`config.mk`:
```
export PLATFORM = sky130hd
export DESIGN_NAME = chunked_add_sequencer
export DESIGN_NICKNAME = d
export VERILOG_FILES = /design/src/rtl/adder_pkg.sv /design/src/rtl/ripple_adder.sv /design/src/rtl/chunked_add_sequencer.sv
export SDC_FILE = /design/constraint.sdc
export NUM_CORES = 1
export LEC_CHECK = 0
export ABC_AREA = 0
export BUFFER_PORTS_ARGS = -buffer_cell sky130_fd_sc_hd__clkbuf_2
export CAP_MARGIN = 20
export CORE_ASPECT_RATIO = 0.6
export CORE_UTILIZATION = 45
export CTS_CLUSTER_DIAMETER = 30
export DETAILED_ROUTE_END_ITERATION = 8
export PLACE_DENSITY = 0.68
export SKIP_LAST_GASP = 1
export SYNTH_ARGS = -nofsm -noshare
export SYNTH_HDL_FRONTEND = slang
export SYNTH_HIERARCHICAL = 1
export SYNTH_SLANG_ARGS = --single-unit
```
`constraint.sdc`:
```
create_clock -name clk -period 9.89 [get_ports clk]
set_input_delay 0.4945 -clock clk [delete_from_list [all_inputs] [get_ports clk]]
set_output_delay 0.4945 -clock clk [all_outputs]
set_load 0.005 [all_outputs]
```
`src/rtl/adder_pkg.sv`:
```
// Shared types and helpers for the chunked adder sequencer.
package adder_pkg;

    typedef enum logic [1:0] {
        IDLE,
        RUN,
        DONE
    } state_t;

    // Chunk counter width; a single-chunk configuration still needs one bit.
    function automatic int cnt_width(input int n);
        if (n <= 1) return 1;
        return $clog2(n);
    endfunction

endpackage

```
`src/rtl/ripple_adder.sv`:
```
// Plain m-bit ripple-carry adder used as the shared chunk datapath.
module ripple_adder #(
    parameter int m = 8
) (
    output logic [m-1:0] sum,
    output logic         cout,
    input  logic [m-1:0] a,
    input  logic [m-1:0] b,
    input  logic         cin
);

    always_comb begin
        logic c;
        sum = '0;
        c   = cin;
        for (int i = 0; i < m; i++) begin
            sum[i] = a[i] ^ b[i] ^ c;
            c      = (a[i] & b[i]) | (c & (a[i] ^ b[i]));
        end
        cout = c;
    end

endmodule

```
`src/rtl/chunked_add_sequencer.sv`:
```
// Wide adder that reuses one M-bit ripple adder over W/M cycles, LSB chunk first,
// between a valid/ready operand source and a valid/ready result sink.
module chunked_add_sequencer
    import adder_pkg::*;
#(
    parameter int W = 32,
    parameter int M = 8
) (
    input  logic         clk,
    input  logic         rst,
    input  logic         in_valid,
    output logic         in_ready,
    input  logic [W-1:0] a,
    input  logic [W-1:0] b,
    input  logic         cin,
    output logic         out_valid,
    input  logic         out_ready,
    output logic [W-1:0] sum,
    output logic         cout,
    output logic         busy
);

    localparam int N  = W / M;
    localparam int CW = cnt_width(N);

    state_t         state, next_state;
    logic [W-1:0]   op_a, op_b, result, result_next;
    logic           carry;
    logic [CW-1:0]  cnt;
    logic [M-1:0]   chunk_sum;
    logic           chunk_cout;
    logic           last_chunk;

    assign last_chunk = (cnt == CW'(N - 1));

    ripple_adder #(.m(M)) u_chunk_adder (
        .sum  (chunk_sum),
        .cout (chunk_cout),
        .a    (op_a[M-1:0]),
        .b    (op_b[M-1:0]),
        .cin  (carry)
    );

    // New chunk enters at the MSB end so the final chunk lands in the top slice.
    generate
        if (N == 1) begin : g_single
            assign result_next = chunk_sum;
        end else begin : g_multi
            assign result_next = {chunk_sum, result[W-1:M]};
        end
    endgenerate

    always_ff @(posedge clk or posedge rst) begin
        if (rst) state <= IDLE;
        else     state <= next_state;
    end

    always_comb begin
        next_state = state;
        case (state)
            IDLE:    if (in_valid)   next_state = RUN;
            RUN:     if (last_chunk) next_state = DONE;
            DONE:    if (out_ready)  next_state = IDLE;
            default:                 next_state = IDLE;
        endcase
    end

    always_ff @(posedge clk or posedge rst) begin
        if (rst) begin
            op_a   <= '0;
            op_b   <= '0;
            result <= '0;
            carry  <= 1'b0;
            cnt    <= '0;
        end else begin
            case (state)
                IDLE: begin
                    if (in_valid) begin
                        op_a  <= a;
                        op_b  <= b;
                        carry <= cin;
                        cnt   <= '0;
                    end
                end
                RUN: begin
                    op_a   <= op_a >> M;
                    op_b   <= op_b >> M;
                    result <= result_next;
                    carry  <= chunk_cout;
                    cnt    <= cnt + CW'(1);
                end
                default: ;
            endcase
        end
    end

    // Outputs come straight from state and data registers only.
    assign in_ready  = (state == IDLE);
    assign out_valid = (state == DONE);
    assign busy      = (state != IDLE);
    assign sum       = result;
    assign cout      = carry;

endmodule

```
==> run metrics <==
fillers=between 800 and 900; Slowest cell on crit path=fa_1; Yosys top cell area share=0.529; worst stage delay on the critical path=0.42 ns; die width=135 um; Die Span Y=about 80 um; endpoints failing setup=0; CTS H-tree depth=3; library cells used by synthesis=32; die area=approximately 11000 um2; PwrDens=339 nW/um2; post-CTS resize count=0; DR WL/cell=15.9 um; buffers added on ports=104; Placed Area=5260 um2; vias per cell=between 5 and 6; IO Count=105; starting density of the core=0.474; Routed Antenna Nets=0; Buf+Inv Stages, Crit Path=4; Post-CTS Setup Bufs=0; DP HPWL=7500 um; Clock Skew=0.00664 ns; CP Max Fanout=2; Synth Flop Type=dfrtp_1; Synth Register Bits=between 100 and 150; clock sinks=101; Worst EP required=10.18 ns; Slew @ Worst Pin=about 1.0 ns; Final nets=650; cell family with most CP delay=adder cells; Cells after DPL=between 600 and 700; Syn. warnings=6; clock buffer count from CTS=9; share of cells above drive strength 1=0.244; total power=approximately 1.9 mW; crit end category=flop; max-cap violations=0; number of global-route vias before repair=3688; row cnt=28; CTS Hold Bufs=0; sequential-to-total area share from yosys stat=0.529; Diodes inserted=0; Post-Synthesis Cells=488; most frequent cell after synthesis=nand2_1; CP Class=flop to flop; synthesized cell area=4780 um2; total grt overflow=0; leakage=2.78 nW; initial antenna violation count=0; Synth area leaders=dfrtp_1 (53%), nand2_1 (9.7%), a221o_1 (3.8%); Slew Limit Fails=0; via count=3800; root buf cell=clkbuf_16; Synthesized Nets=566; cell area after layout=5640 um2; maximum VDD drop=0.130 mV; Worst-path clk slew=0.07 ns; Period minus WS final=3.79 ns; Async SR Flop Fraction=1.00; Post-Route WL=between 10000 and 15000 um; Synth area leader=dfrtp_1; Final TNS setup=0 ns; crit start category=flop; DR pass1 iterations=4; starting DRC count in detailed routing=251; Fin. Hold Viols=0; Placer Congestion=0.783; f_max=264 MHz; CTS tree=yes; Clock Latency Late Sink=0.35 ns; largest net degree at the start of global routing=79; worst hold path type=primary input to asynchronous set/reset pin; RSZ-0062 raised after global routing=false; CORE AREA=a little over 10000 um2; final worst-path cycle share=0.383; drc violations=0; outcome=finished, final reports clean; gr usage total=0.219; Worst Path Arrival=slightly above 4 ns; EDFF count, synth=0; Area Overhead vs Synth=17.8%; top cells by instance count after synthesis=nand2_1 (124), dfrtp_1 (101), o21ai_0 (30), nor2_1 (29), nand2b_1 (23); critical-path cell list=fa_1 > inv_1 > fa_1 > inv_1 > fa_1 > fa_1 > fa_1 > fa_1 > fa_1 > inv_1 > fa_1 > inv_1 > nand2_1 > nand2_1; Slew headroom=0.315; Avg Cell Area, Syn=9.80 um2; CTS Buffer Depth=2; first-pass GRT wire length=18400 um; cell seen most often among critical-path stages=fa_1; non-filler cells, final=712
worst register-to-register path: cells and delay by family (launching register included):
| family | cells | cell delay [ns] |
|---|---|---|
| simple gates | 2 | 0.10 |
| buf+inv | 4 | 0.27 |
| flops | 1 | 0.40 |
| fa+ha+maj | 8 | 2.95 |
where the power goes:
part           leakage (nW)  switching (mW)  internal, mW
logic                  1.39           0.465         0.346
clock network         0.141           0.159         0.204
registers              1.25           0.135         0.604
cell families after synthesis:
family,after synthesis,share of synthesized area
compound gates,97,0.155
fa+ha+maj,9,0.0361
buf+inv,58,0.0667
flops,101,0.529
simple gates,223,0.214
final timing paths:
| path | slack (ns) | start | depth (start not counted) | endpoint |
|---|---|---|---|---|
| max reg2reg | 6.10 | op_a[0] | 14 | sum[31] |
| min in group clk | 0.36 | b[30] | 2 | op_b[30] |
| min | 0.09 | rst | 2 | sum[1] |
| max | 6.10 | op_a[0] | 14 | sum[31] |
| min reg2reg | 0.48 | sum[7] | 2 | sum[7] |
| max in group asynchronous | 8.93 | rst | 4 | state[1] |
stage by stage:
step / util / hold WS [ns] / setup WS, ns
2_1_floorplan: - / 0.464 / 6.33
3_3_place_gp: 0.522 / 0.458 / 6.17
3_5_place_dp: 0.522 / 0.463 / 6.09
4_1_cts: 0.552 / 0.0813 / 6.07
5_1_grt: 0.559 / 0.103 / 5.93
6_report: 0.559 / 0.0876 / 6.10
flip-flops by register name (all words and copies together) (netlist names):
| register | flops |
|---|---|
| cout | 1 |
| cnt | 2 |
| op_a | 32 |
| state | 2 |
| sum | 32 |
| op_b | 32 |
area by class of cell:
type / count / area (um2) / share of cell area
tap: 135 / 169 / 0.0300
sequential: 101 / 2530 / 0.449
inverter: 20 / 80.1 / 0.0142
multi-input combinational: 329 / 1940 / 0.343
clock buffer: 10 / 239 / 0.0424
clock inverter: 6 / 70.1 / 0.0124
timing repair buffer: 111 / 613 / 0.109
placed cells by master, fill, tap and decap left out, types with 2 or more instances in the layout:
cell,count
nor3b_1,21
nor2b_1,2
nor2_2,2
inv_1,17
a21oi_1,8
o22a_1,8
dfrtp_1,100
nor2_1,29
clkinvlp_4,3
buf_4,4
clkbuf_16,9
inv_4,2
o32ai_1,8
nand2b_1,23
fa_1,8
a221o_1,18
o31a_1,2
nand2_1,124
a221oi_2,4
o21ai_1,7
nor3_1,20
a22o_1,9
o21ai_0,30
clkbuf_2,104
layer usage:
| layer | vias to the layer above | track usage | share of wire |
|---|---|---|---|
| met1 | 1865 | 0.318 | 0.50 |
| met3 | 10 | 0.0494 | 0.052 |
| met4 | 0 | 0.0685 | 0.011 |
| met5 | - | 0 | 0 |
| li1 | 1816 | - | - |
| met2 | 109 | 0.326 | 0.44 |
No activity file was read; power rests on OpenSTA's default activity.
